==> config.mk <==
export PLATFORM = sky130hd
export DESIGN_NAME = siren_sequencer
export DESIGN_NICKNAME = d
export VERILOG_FILES = /design/src/rtl/siren_sequencer.sv
export SDC_FILE = /design/constraint.sdc
export NUM_CORES = 1
export LEC_CHECK = 0
export ABC_AREA = 1
export BUFFER_PORTS_ARGS = -buffer_cell sky130_fd_sc_hd__buf_2
export CAP_MARGIN = 30
export CORE_ASPECT_RATIO = 1.25
export CORE_MARGIN = 2
export CORE_UTILIZATION = 45
export CTS_BUF_LIST = sky130_fd_sc_hd__clkbuf_8
export DETAILED_ROUTE_END_ITERATION = 8
export PLACE_DENSITY = 0.72
export SYNTH_ARGS = -nofsm -noshare
export SYNTH_HDL_FRONTEND = slang
export SYNTH_SLANG_ARGS = --single-unit
==> constraint.sdc <==
create_clock -name clk -period 4.11 [get_ports clk]
set_clock_uncertainty 0.1 [all_clocks]
set_input_delay 0.2055 -clock clk [delete_from_list [all_inputs] [get_ports clk]]
set_output_delay 0.2055 -clock clk [all_outputs]
set_load 0.01 [all_outputs]
==> src/rtl/siren_sequencer.sv <==
// siren_sequencer
//   Turns the anti-theft FSM state code and its siren request into an audible
//   square wave for the siren driver: a single chirp on auto-arm, a double
//   chirp on disarm, and a two-tone warble while the alarm is sounding.
//   It also emits one-cycle arm/disarm event pulses for status logging.
//   Every output comes straight from a flop.
module siren_sequencer #(
  parameter int TONE_DIV = 4,  // clocks per half-period of the base tone (>=2)
  parameter int BEAT_DIV = 5   // clocks per beat: chirp-on, chirp-gap, warble step (>=2)
) (
  input  logic       clk,
  input  logic       reset,
  input  logic [2:0] fsm_state,
  input  logic       siren_req,
  output logic       siren_out,
  output logic       chirp_busy,
  output logic       arm_evt,
  output logic       disarm_evt
);

  localparam int TW = $clog2(2 * TONE_DIV);
  localparam int BW = $clog2(BEAT_DIV);

  // Terminal counts.
  // The warble high tone uses TONE_DIV clocks per half-period.
  // The warble low tone uses 2*TONE_DIV clocks per half-period.
  localparam logic [TW-1:0] TONE_LO_LAST = TW'(TONE_DIV - 1);
  localparam logic [TW-1:0] TONE_HI_LAST = TW'(2 * TONE_DIV - 1);
  localparam logic [TW-1:0] TONE_ZERO    = TW'(0);
  localparam logic [TW-1:0] TONE_ONE     = TW'(1);
  localparam logic [BW-1:0] BEAT_LAST    = BW'(BEAT_DIV - 1);
  localparam logic [BW-1:0] BEAT_ZERO    = BW'(0);
  localparam logic [BW-1:0] BEAT_ONE     = BW'(1);

  typedef enum logic [1:0] {
    SEQ_IDLE      = 2'd0,
    SEQ_CHIRP_ON  = 2'd1,
    SEQ_CHIRP_GAP = 2'd2,
    SEQ_ALARM     = 2'd3
  } seq_e;

  // State registers
  seq_e          seq_r;
  logic [2:0]    prev_state_r;
  logic [TW-1:0] tone_cnt_r;
  logic [BW-1:0] beat_cnt_r;
  logic          beats_left_r;
  logic          phase_r;
  logic          warble_sel_r;
  logic          chirp_busy_r;
  logic          arm_evt_r;
  logic          disarm_evt_r;

  // Next-state values
  seq_e          seq_s;
  logic [TW-1:0] tone_cnt_s;
  logic [BW-1:0] beat_cnt_s;
  logic          beats_left_s;
  logic          phase_s;
  logic          warble_sel_s;
  logic          arm_evt_s;
  logic          disarm_evt_s;

  // Decode helpers
  logic          arm_hit_s;
  logic          disarm_hit_s;
  logic [TW-1:0] tone_last_s;
  logic          tone_wrap_s;
  logic          beat_end_s;

  // Event decode.
  // Arm is only the 111 -> 000 transition (auto-arm after disarmed + driver off).
  // Entry to 000 from any other state, or from reset, is not an arm event.
  assign arm_hit_s    = (prev_state_r == 3'b111) && (fsm_state == 3'b000);
  assign disarm_hit_s = (fsm_state == 3'b100) &&
                        ((prev_state_r == 3'b000) ||
                         (prev_state_r == 3'b001) ||
                         (prev_state_r == 3'b010));

  // The tone divider selects the low (2x) half-period only while warbling
  // with warble_sel set.
  assign tone_last_s = ((seq_r == SEQ_ALARM) && warble_sel_r) ? TONE_HI_LAST : TONE_LO_LAST;

  // Greater-or-equal wrap.
  // When the warble switches from the long divider to the short one,
  // tone_cnt may already be past the new terminal value.
  // In that case it wraps immediately instead of rolling over the counter width.
  assign tone_wrap_s = (tone_cnt_r >= tone_last_s);
  assign beat_end_s  = (beat_cnt_r == BEAT_LAST);

  // Outputs are the registered phase/busy/event flops.
  // phase_r is held at 0 outside CHIRP_ON and ALARM.
  assign siren_out  = phase_r;
  assign chirp_busy = chirp_busy_r;
  assign arm_evt    = arm_evt_r;
  assign disarm_evt = disarm_evt_r;

  // Next-state logic.
  // Priority is siren_req, then disarm, then arm, then normal sequencing.
  always_comb begin
    seq_s        = seq_r;
    tone_cnt_s   = tone_cnt_r;
    beat_cnt_s   = beat_cnt_r;
    beats_left_s = beats_left_r;
    phase_s      = phase_r;
    warble_sel_s = warble_sel_r;
    arm_evt_s    = 1'b0;
    disarm_evt_s = 1'b0;

    if (siren_req) begin
      if (seq_r == SEQ_ALARM) begin
        // Keep warbling: advance the tone divider and the warble step timer.
        if (tone_wrap_s) begin
          tone_cnt_s = TONE_ZERO;
          phase_s    = ~phase_r;
        end else begin
          tone_cnt_s = tone_cnt_r + TONE_ONE;
        end
        if (beat_end_s) begin
          beat_cnt_s   = BEAT_ZERO;
          warble_sel_s = ~warble_sel_r;
        end else begin
          beat_cnt_s = beat_cnt_r + BEAT_ONE;
        end
      end else begin
        // Enter ALARM from anywhere and abort any chirp.
        // No event pulse is issued.
        seq_s        = SEQ_ALARM;
        tone_cnt_s   = TONE_ZERO;
        beat_cnt_s   = BEAT_ZERO;
        phase_s      = 1'b0;
        warble_sel_s = 1'b0;
        beats_left_s = 1'b0;
      end
    end else if (disarm_hit_s) begin
      // Double chirp: ON, GAP, ON.
      seq_s        = SEQ_CHIRP_ON;
      tone_cnt_s   = TONE_ZERO;
      beat_cnt_s   = BEAT_ZERO;
      phase_s      = 1'b0;
      warble_sel_s = 1'b0;
      beats_left_s = 1'b1;
      disarm_evt_s = 1'b1;
    end else if (arm_hit_s) begin
      // Single chirp.
      seq_s        = SEQ_CHIRP_ON;
      tone_cnt_s   = TONE_ZERO;
      beat_cnt_s   = BEAT_ZERO;
      phase_s      = 1'b0;
      warble_sel_s = 1'b0;
      beats_left_s = 1'b0;
      arm_evt_s    = 1'b1;
    end else begin
      case (seq_r)
        SEQ_IDLE: begin
          seq_s = SEQ_IDLE;
        end
        SEQ_CHIRP_ON: begin
          if (beat_end_s) begin
            if (beats_left_r == 1'b0) begin
              seq_s = SEQ_IDLE;
            end else begin
              seq_s = SEQ_CHIRP_GAP;
            end
            tone_cnt_s = TONE_ZERO;
            beat_cnt_s = BEAT_ZERO;
            phase_s    = 1'b0;
          end else begin
            beat_cnt_s = beat_cnt_r + BEAT_ONE;
            if (tone_wrap_s) begin
              tone_cnt_s = TONE_ZERO;
              phase_s    = ~phase_r;
            end else begin
              tone_cnt_s = tone_cnt_r + TONE_ONE;
            end
          end
        end
        SEQ_CHIRP_GAP: begin
          if (beat_end_s) begin
            seq_s        = SEQ_CHIRP_ON;
            beats_left_s = beats_left_r - 1'b1;
            tone_cnt_s   = TONE_ZERO;
            beat_cnt_s   = BEAT_ZERO;
            phase_s      = 1'b0;
          end else begin
            beat_cnt_s = beat_cnt_r + BEAT_ONE;
          end
        end
        SEQ_ALARM: begin
          // siren_req has dropped: go silent.
          seq_s        = SEQ_IDLE;
          tone_cnt_s   = TONE_ZERO;
          beat_cnt_s   = BEAT_ZERO;
          phase_s      = 1'b0;
          warble_sel_s = 1'b0;
        end
        default: begin
          seq_s        = SEQ_IDLE;
          tone_cnt_s   = TONE_ZERO;
          beat_cnt_s   = BEAT_ZERO;
          phase_s      = 1'b0;
          warble_sel_s = 1'b0;
          beats_left_s = 1'b0;
        end
      endcase
    end
  end

  // Sequencer state and counters.
  always_ff @(posedge clk or posedge reset) begin
    if (reset) begin
      seq_r        <= SEQ_IDLE;
      tone_cnt_r   <= TONE_ZERO;
      beat_cnt_r   <= BEAT_ZERO;
      beats_left_r <= 1'b0;
      phase_r      <= 1'b0;
      warble_sel_r <= 1'b0;
    end else begin
      seq_r        <= seq_s;
      tone_cnt_r   <= tone_cnt_s;
      beat_cnt_r   <= beat_cnt_s;
      beats_left_r <= beats_left_s;
      phase_r      <= phase_s;
      warble_sel_r <= warble_sel_s;
    end
  end

  // Previous FSM state for edge detection.
  // It resets to 000, so a first 000 after reset is not an arm.
  always_ff @(posedge clk or posedge reset) begin
    if (reset) begin
      prev_state_r <= 3'b000;
    end else begin
      prev_state_r <= fsm_state;
    end
  end

  // Registered status outputs: busy flag and one-cycle event pulses.
  always_ff @(posedge clk or posedge reset) begin
    if (reset) begin
      chirp_busy_r <= 1'b0;
      arm_evt_r    <= 1'b0;
      disarm_evt_r <= 1'b0;
    end else begin
      chirp_busy_r <= (seq_s == SEQ_CHIRP_ON) || (seq_s == SEQ_CHIRP_GAP);
      arm_evt_r    <= arm_evt_s;
      disarm_evt_r <= disarm_evt_s;
    end
  end

endmodule
# Word-level counts from Yosys, hierarchy flattened

Cells that the tools add are included.

Register bits after elaboration: 17
Input bits: 6
Logic and storage cells: 96

Add/subtract/negate cells: 3
Magnitude comparators: 1
Eq/ne operators: 13
Muxes and demuxes: 48
Bitwise operators: 2
Reduce and logical (&&, ||, !) cells: 19

Operators with widths:

| operator                                                               | number |
|---|---|
| 3-bit two-way mux                                                      | 13 |
| 1-bit two-way mux                                                      | 24 |
| 2-bit two-way mux                                                      | 7 |
| 4-bit nonzero test                                                     | 3 |
| 3-bit equality test (second input constant)                            | 3 |
| 3-bit one-hot mux with 3 select lines                                  | 1 |
| 3-bit by 1-bit adder with 3-bit output (second input constant)         | 2 |
| 2-bit equality test (second input constant)                            | 3 |
| 3-bit zero test                                                        | 2 |
| 2-bit one-hot mux with 3 select lines                                  | 1 |
| 3-bit one-hot mux with 2 select lines                                  | 1 |
| 6-bit nonzero test                                                     | 1 |
| 5-bit != test (second input constant)                                  | 1 |
| 5-bit nonzero test                                                     | 1 |
| 2-bit by 1-bit equality test with 1-bit output (second input constant) | 2 |
| 2-bit AND reduction                                                    | 2 |
| 2-bit OR reduction                                                     | 2 |
| 3-bit by 1-bit equality test with 1-bit output (second input constant) | 1 |
| 3-bit by 2-bit equality test with 1-bit output (second input constant) | 1 |
| 3-bit greater-or-equal comparator                                      | 1 |
| 1-bit logical AND                                                      | 3 |
| 1-bit logical OR                                                       | 3 |
| 3-bit != test (second input constant)                                  | 1 |
| 1-bit one-hot mux with 3 select lines                                  | 1 |
| other kinds (5)                                                        | 6 |

# Logic depth before layout (Yosys ltp)

Gate-level depths: netlist of run 1.

Word-level depth: 10
Mapped depth: 11
Gate-level depth less buffers: 11

# Worst setup path after synthesis of run 1

OpenSTA, ideal clock, no wires.

Path type: reg2reg
Start: register seq_r[0]
End: register tone_cnt_r[2]
Arrival: 1476 ps
Required time: 3948 ps
Setup slack: 2471 ps
Stages on the path, launching flop included: 11
Clock period less this slack: 1639 ps
Cell sequence: dfrtp_1 -> ha_1 -> nand2_1 -> ha_1 -> nand3_1 -> nand3b_1 -> a21oi_1 -> nand3_1 -> nand2_1 -> nand2_1 -> inv_1

Cells in the longest elaborated chain, start to end: 10
Elaborated cells on any way between the ends: 16
Classes of those cells: 1 x order compare; 4 x eq/ne; 8 x mux; 3 x reduce/logical

Ends and longest elaborated chain:

| element                               | line         | source |
|---|---|---|
| start, declared                       | 43           | `seq_e seq_r;` |
| start signal, assigned                | 219          | `seq_r <= seq_s;` |
| 2-bit equality test                   | 82, 111, 154 |  |
| 1-bit logical AND                     | 82           | `assign tone_last_s = ((seq_r == SEQ_ALARM) && warble_sel_r) ? TONE_HI_LAST : TONE_LO_LAST;` |
| 3-bit two-way mux                     | 82           |  |
| 3-bit greater-or-equal comparator     | 88           | `assign tone_wrap_s = (tone_cnt_r >= tone_last_s);` |
| 3-bit two-way mux                     | 113, 170     |  |
| 3-bit two-way mux                     | 159          | `if (beat_end_s) begin` |
| 3-bit one-hot mux with 3 select lines | 154          | `case (seq_r)` |
| 3-bit two-way mux                     | 144          | `end else if (arm_hit_s) begin` |
| 3-bit two-way mux                     | 135          | `end else if (disarm_hit_s) begin` |
| 3-bit two-way mux                     | 110          | `if (siren_req) begin` |
| end signal, assigned                  | 220          | `tone_cnt_r <= tone_cnt_s;` |
| end, declared                         | 45           | `logic [TW-1:0] tone_cnt_r;` |

Parallel ways exist; a longest one is shown, timed or not.
A chain may end at the register's enable or synchronous reset.

# Worst setup path in the final report of run 1

Start: register seq_r[1]
End: register tone_cnt_r[2]

The elaborated chain is that of the path after synthesis.

==> summary by stage, run 1 <==
Timing
Of the available clock period, the critical path in the final layout requires 0.454. The number of hold-slack violations in the final timing report came to 0. Measured against its own limit, the worst slew margin works out to 0.553. The number of max-slew violations in the final report came to 0. The worst path in the final design needs a cycle of 1.87 ns, including I/O delays and setup. The final critical-path setup slack is 2.24 ns. The transition time of the tightest slew-check pin is 0.670 ns. For this run, the top clock speed supported by timing is approximately 540 MHz.

Setup violations remaining at the end of the flow were counted as 0. Setup repair after global routing left no endpoint under its margin. In the final timing run, aggregate negative setup slack is 0 ns.

Power
Of the total power, the clock network draws 0.192. The share of total power dissipated in combinational logic is 0.437. VDD sags by at most 0.299 mV. The net switching power is ~0.00025 W.

In this run the static leakage power is 0.661 nW. The internal power of the cells is 0.000371 W. Of the total power, the share spent switching nets is 0.406. The share of total power dissipated in sequential elements is 0.371. Power spread over the standard cell area amounts to between 500 and 600 mW/mm2.

The overall power of the completed layout is 0.000625 W.

Logic synthesis
During synthesis, Yosys emitted a total of 0 warnings. The mean cell area of the mapped netlist is 8.04 um2. After synthesis, the netlist uses 23 different library cells. The net count after synthesis is 146.

The gate count after technology mapping is 133. The synthesized design contains 17 register bits. The mapped netlist covers 0.00107 mm2. The share of synthesized area occupied by flip-flops and latches is 0.398.

Final layout
The fraction of final layout cells with drive strength greater than 1 is 0.196. From synthesis to final layout, the design area changed by 13.9%. The core utilization of the finished layout is 0.545. The number of antenna cells inserted is 0. The final non-filler cell total is 179.

The number of fill cells in the layout is around 230. For this run, the post-layout net count is 162.

Place
Prior to clock tree synthesis, the placed netlist has a worst setup slack of 2.30 ns. Once placement completed, the tool counted placed cells totaling 173. At the end of routability-driven placement, the weighted congestion stood at 0.796. Input and output buffers added on the ports amount to 9. The HPWL after detailed placement is ~1.6 mm.

Global routing
For this run, the total global-route usage over all layers was measured as 0.172. Global routing finished with a remaining overflow of 0. Entering global routing, the biggest net connects 18 pins.

The via count of the first global-routing pass was between 800 and 900. The initial antenna violation count was 0. The global-route wire length before repair is between 3 and 4 mm.

Clock network
TritonCTS built the clock tree. The TritonCTS buffer count is 3. The maximum buffer depth of the clock tree is 2. The clock insertion delay at the later pin of the skew report is 0.25 ns. The post-CTS setup buffer count is 0. The number of clock sinks is 17. The clock tree root driver cell is sky130_fd_sc_hd__clkbuf_8.

The number of hold buffers added after CTS was 1. CTS built an H-tree with a depth of 1. Gates resized during post-CTS repair numbered 0. After clock tree synthesis, the clock-pin slew on the worst setup and hold paths is ~0.060 ns.

Critical path
The worst endpoint data arrival time is 1.96 ns. The required time reported for the critical path endpoint is between 4 and 5 ns. The category of the most critical setup path is reg -> reg. The worst setup path is launched from a flip-flop. STA classifies the critical path endpoint as a flip-flop.

In this run the worst path has a maximum fanout of 5.

Job
The max-capacitance violation count is 0.

Route
In the final routed layout, each cell accounts on average for 11.6 um. Summed over all nets, wire length on met2 after detailed routing comes to approximately 1.1 mm. The count of nets left with antenna violations once routing finished came out at 0.

The detailed router put a total of 925 um of wire on met1. The routed wire length on met3 is 61 um. The total iterations of the first detailed-routing run is 4. The total vias in the final route is 892. The top metal layer carrying routed signals is met4. The detailed router finished its first iteration with 28 violations.

The mean number of vias per cell is roughly 5.0. The routed wire length is 2.08 mm. The remaining routing DRC violations is 0.

Floorplan
The floorplan step defined a core boundary enclosing 0.00223 mm2. In this run the vertical extent of the chip is 58.5 um. The placement row count is 19. The overall die width is 47.6 um. The die covers 0.00279 mm2.

The number of top-level pins is 10. The starting density of the core is 0.479.

Status
The flow ran to the end, and the final reports show no timing, DRC or antenna violations.

Min path
The tightest min-delay check is of the in -> reg type.
per-stage QoR:
stage / instance area, um2 / hold WS (ns)
floorplan: 1070 / 0.0316
global placement: 1150 / 0.222
detailed placement: 1150 / 0.230
CTS: 1210 / 0.000439
global route: 1220 / 0.000838
finish: 1220 / 0.00441
registers in the layout, summed over array words and instances (netlist names), 2 cells and up:
signal,flops
beat_cnt_r,3
prev_state_r,3
seq_r,2
tone_cnt_r,3
final timing paths:
path,startpoint,endpoint,slack [ns],cells after the start
min,fsm_state[1],prev_state_r[1],0.004,1
max,seq_r[1],tone_cnt_r[2],2.24,10
max in group asynchronous,reset,disarm_evt,2.99,3
min reg2reg,beats_left_r,beats_left_r,0.39,2
min in group asynchronous,reset,beat_cnt_r[2],0.50,3
max reg2reg,seq_r[1],tone_cnt_r[2],2.24,10
critical path: stages (launching register included):
cell                       delay (ns)
sky130_fd_sc_hd__dfrtp_1         0.41
sky130_fd_sc_hd__ha_1            0.23
sky130_fd_sc_hd__nand2_1         0.08
sky130_fd_sc_hd__ha_1            0.29
sky130_fd_sc_hd__nand3_1         0.10
sky130_fd_sc_hd__nand3b_1        0.17
sky130_fd_sc_hd__a21oi_1         0.18
sky130_fd_sc_hd__nand3_1         0.09
sky130_fd_sc_hd__nand2_1         0.06
sky130_fd_sc_hd__nand2_1         0.04
sky130_fd_sc_hd__inv_1           0.05
metal layers:
metal,track usage,up-vias
li1,-,454
met1,0.194,417
met2,0.307,17
met3,0.0276,4
met4,0.0695,0
met5,0,-
final cells by class:
type	instances	area, um2	share of cell area
clock inverters	1	3.75	0.00308
flip-flops and latches	17	425	0.349
repair buffers	11	65.1	0.0534
multi-input cells	95	566	0.464
clock buffers	3	41.3	0.0339
well taps	31	38.8	0.0318
inverters	21	78.8	0.0647
power groups by stage:
stage	logic, W	registers, W	clock network, W
2_1_floorplan	0.000208	0.000234	0
3_3_place_gp	0.000260	0.000232	0
3_5_place_dp	0.000271	0.000234	0
4_1_cts	0.000273	0.000232	0.000124
5_1_grt	0.000311	0.000237	0.000131
6_report	0.000273	0.000232	0.000120
cell families after synthesis:
| group | Yosys count | share of synthesized area |
|---|---|---|
| simple gates | 71 | 0.340 |
| buf+inv | 21 | 0.0737 |
| compound gates | 17 | 0.106 |
| flops | 17 | 0.398 |
| fa+ha+maj | 7 | 0.0819 |
placed cells by master (no fill, tap or decap), drive strengths merged:
cell type    synthesis  routed
clkbuf               0       3
inv                 21      22
ha                   7       7
nand4                3       3
dlygate4sd3          0       2
dfrtp               17      17
nand3               12      12
nand3b               2       2
a21oi                4       4
nand2               36      36
a22oi                2       2
buf                  0       9
o211ai               2       2
nor2                18      18
o21ai                9       9
cell usage after synthesis (all sizes together):
cell    count  area share
o21ai       9       0.042
o211ai      2       0.014
a22oi       2       0.032
a21oi       4       0.019
nor2       18       0.077
ha          7       0.082
inv        21       0.074
nand2      36        0.15
nand4       3       0.037
nand3b      2       0.018
dfrtp      17        0.40
nand3      12       0.061
Power figures use the tool's default switching activity.
==> run 2: changes to the inputs <==
--- a/config.mk
+++ b/config.mk
@@ -13,7 +13,7 @@
 export CORE_UTILIZATION = 45
 export CTS_BUF_LIST = sky130_fd_sc_hd__clkbuf_8
 export DETAILED_ROUTE_END_ITERATION = 8
-export PLACE_DENSITY = 0.72
+export PLACE_DENSITY = 0.75
 export SYNTH_ARGS = -nofsm -noshare
 export SYNTH_HDL_FRONTEND = slang
 export SYNTH_SLANG_ARGS = --single-unit
==> constraint.sdc (replaced) <==
create_clock -name clk -period 1.57 [get_ports clk]
set_clock_uncertainty 0.1 [all_clocks]
set_input_delay 0.0785 -clock clk [delete_from_list [all_inputs] [get_ports clk]]
set_output_delay 0.0785 -clock clk [all_outputs]
set_load 0.01 [all_outputs]
==> run 2 against run 1 <==
  * The flow now finishes with violations (negative setup slack)
  * Sequential cell count did not move
  * Sequential power rose to 2.7 times the previous value
  * Utilization up 14 points
  * Worst hold slack better by 0.12 ns
==> summary by stage, run 2 (synthesis results as in run 1) <==
Clock network
The clock insertion delay at the later pin of the skew report is 0.26 ns (was 0.25 ns). The clock tree root driver cell is sky130_fd_sc_hd__clkbuf_8 (unchanged). The number of clock sinks came to 17 (unchanged).

The TritonCTS buffer count came to 3 (unchanged). The clock transition at the register clock pins on the worst setup and hold paths after CTS is 0.07 ns (was 0.06 ns). The CTS tree is done (unchanged). The count of H-tree levels built during CTS came to 1 (unchanged). The maximum buffer depth of the clock tree was 2 (unchanged).

Place
The HPWL after detailed placement came to 1.66 mm (was 1.62 mm). The placer congestion estimate is 0.828 (was 0.796). The post-detailed-placement cell area is 0.00123 mm2 (was 0.00115 mm2). The number of input and output port buffers inserted is 9 (unchanged).

The post-placement setup slack was -0.149 ns (was 2.30 ns).

Final layout
Commonest cells after routing, fill and taps aside: 29 x sky130_fd_sc_hd__nand2_1, 20 x sky130_fd_sc_hd__buf_4, 17 x sky130_fd_sc_hd__dfrtp_1 (was 31 x sky130_fd_sc_hd__nand2_1, 20 x sky130_fd_sc_hd__inv_1, 17 x sky130_fd_sc_hd__dfrtp_1). The number of fill cells in the layout is 175 (was 226). The count of nets after finishing is 188 (was 162). The fraction of final layout cells with drive strength greater than 1 is 0.425 (was 0.196).

The total area of sequential cells is 425 um2 (unchanged). The core utilization of the finished layout is 0.690 (was 0.545). The summed area of non-filler cells in the final layout is 0.00154 mm2 (was 0.00122 mm2). The area added between synthesis and finish is 44.1% (was 13.9%).

The most frequent standard cell in the layout excluding fill and tap cells is sky130_fd_sc_hd__nand2_1 (unchanged). The footprint of the multi-input gates was 669 um2 (was 566 um2). The number of antenna cells inserted is 0 (unchanged). Top Registers: beat_cnt_r (3), prev_state_r (3), tone_cnt_r (3) (unchanged).

Floorplan
The placement row count is 19 (unchanged). The overall die width was 47.6 um (unchanged). The die height is 58.5 um (unchanged). The starting density of the core was 0.479 (unchanged). The total die area is 0.00279 mm2 (unchanged). The placeable core region is 0.00223 mm2 (unchanged). The number of top-level pins is 10 (unchanged).

Global routing
The sum of overflow across all layers after global routing is 0 (unchanged). The global-route wire length before repair is 3.97 mm (was 3.42 mm). The initial antenna violation count came to 0 (unchanged).

The global routing usage summed across all routing layers is 0.199 (was 0.172). The largest net degree at the start of global routing came to 18 (unchanged). The via count of the first global-routing pass is 995 (was 836).

Critical path
The required time reported for the critical path endpoint is 1.61 ns (was 4.20 ns). The category of the most critical setup path is reg -> reg (unchanged). The nature of the critical path endpoint is a flip-flop (unchanged). The register-to-register setup slack is -0.18 ns (was 2.24 ns). The nature of the critical path startpoint was a flip-flop (unchanged).

The worst endpoint data arrival time came to 1.80 ns (was 1.96 ns). The largest fanout of any net on the critical path is 4 (was 5).

Timing
The final setup violation count is 7 (was 0). The shortest clock period the worst path allows after layout came to 1.75 ns (was 1.87 ns). The maximum achievable frequency came to 571 MHz (was 536 MHz).

The final critical-path setup slack was -0.181 ns (was 2.24 ns). The number of hold-slack violations in the final timing report was 0 (unchanged). Setup repair after global routing missed its margin: true (was false). The relative slew slack is 0.550 (was 0.553). The post-route fraction of the period consumed by the critical path is 1.12 (was 0.454). The transition time of the tightest slew-check pin is 0.674 ns (was 0.670 ns). The number of max-slew violations in the final report is 0 (unchanged).

Route
The mean number of vias per cell was 5.28 (was 4.98). The total vias in the final route is 1083 (was 892). The number of violations reported at the end of detailed-routing iteration 0 is 36 (was 28).

The total iterations of the first detailed-routing run was 4 (unchanged). The routed wire length was 2.86 mm (was 2.08 mm). The detailed-route wire length per cell is 14.0 um (was 11.6 um).

The remaining number of nets flagged by the antenna check after routing is 0 (unchanged). The remaining routing DRC violations is 0 (unchanged).

Power
The static leakage power was 0.802 nW (was 0.661 nW). The largest voltage drop on the vdd net came to 0.852 mV (was 0.299 mV). The power per cell area came to 1410 mW/mm2 (was 513 mW/mm2).

Status
The checks that failed: negative setup slack. Status: complete, but fails checks (was completed).

Job
The max-capacitance violation count was 0 (unchanged).

Min path
The kind of path behind the tightest hold check is in -> reg (unchanged).
==> run 2: cell count changes in the layout (fill, tap and decap cells not counted), moves of 3 or more <==
cell,delta
sky130_fd_sc_hd__buf_4,+20
sky130_fd_sc_hd__ha_1,-5
sky130_fd_sc_hd__inv_1,-4
sky130_fd_sc_hd__nand3_1,-4
sky130_fd_sc_hd__nand3_2,+4
sky130_fd_sc_hd__nor2_1,-4
sky130_fd_sc_hd__buf_6,+3
sky130_fd_sc_hd__dlygate4sd3_1,+3
sky130_fd_sc_hd__ha_4,+3
sky130_fd_sc_hd__o21ai_0,-3
==> run 2: through the flow <==
| step | TNS (ns) | cells | hold slack (ns) | total power [W] |
|---|---|---|---|---|
| finish | -0.720 | 205 | 0.126 | 0.00218 |
| global route | -1.70 | 205 | 0.144 | 0.00232 |
| CTS | -0.399 | 198 | 0.116 | 0.00186 |
| detailed placement | -0.317 | 183 | 0.0976 | 0.00145 |
| global placement | -0.142 | 183 | 0.0879 | 0.00142 |
| floorplan | -0.0625 | 133 | -0.0954 | 0.00117 |
==> run 2: routing by layer <==
layer	wire length, um	track usage
met3	165	0.0215
met5	0	0
met1	1080	0.228
met2	1490	0.340
met4	131	0.116
==> run 2: final timing paths <==
check | from | endpoint | cells past startpoint
worst max-delay path | beat_cnt_r[0] | warble_sel_r | 10
worst min-delay path | fsm_state[1] | arm_evt | 4
worst max register to register | beat_cnt_r[0] | warble_sel_r | 10
worst min register to register | beats_left_r | beats_left_r | 2
max in group asynchronous | reset | tone_cnt_r[1] | 3
min in group asynchronous | reset | prev_state_r[1] | 3
==> run 2: repair_timing <==
item / CTS / global route
pin swaps: 12 / 15
gates resized for setup: 6 / 27
hold buffers: 5 / 0
buffers inserted: 6 / 7
hold endpoints to repair: 21 / 0
setup endpoints to repair: 5 / 10
==> run 2: power breakdown <==
group / leakage, nW / switching [W] / internal, W
clock: 0.0269 / 0.000152 / 0.000174
sequential: 0.218 / 0.0000821 / 0.000534
combinational: 0.557 / 0.000660 / 0.000573
total: 0.802 / 0.000895 / 0.00128
==> run 2: layout make-up <==
type,count,share of cell area
inverter,21,0.0544
clock inverter,1,0.00244
tap,31,0.0252
clock buffer,3,0.0268
sequential,17,0.276
multi-input combinational,95,0.434
timing repair buffer,37,0.181
==> run 2: worst max-delay path: stages (launching register included) <==
cell and delay, ns:
sky130_fd_sc_hd__dfrtp_1 0.36, sky130_fd_sc_hd__inv_2 0.05, sky130_fd_sc_hd__ha_2 0.20, sky130_fd_sc_hd__nand2_4 0.08, sky130_fd_sc_hd__inv_2 0.06, sky130_fd_sc_hd__buf_4 0.14
sky130_fd_sc_hd__buf_4 0.13, sky130_fd_sc_hd__buf_4 0.13, sky130_fd_sc_hd__buf_4 0.13, sky130_fd_sc_hd__a21oi_1 0.18, sky130_fd_sc_hd__nor2_1 0.07
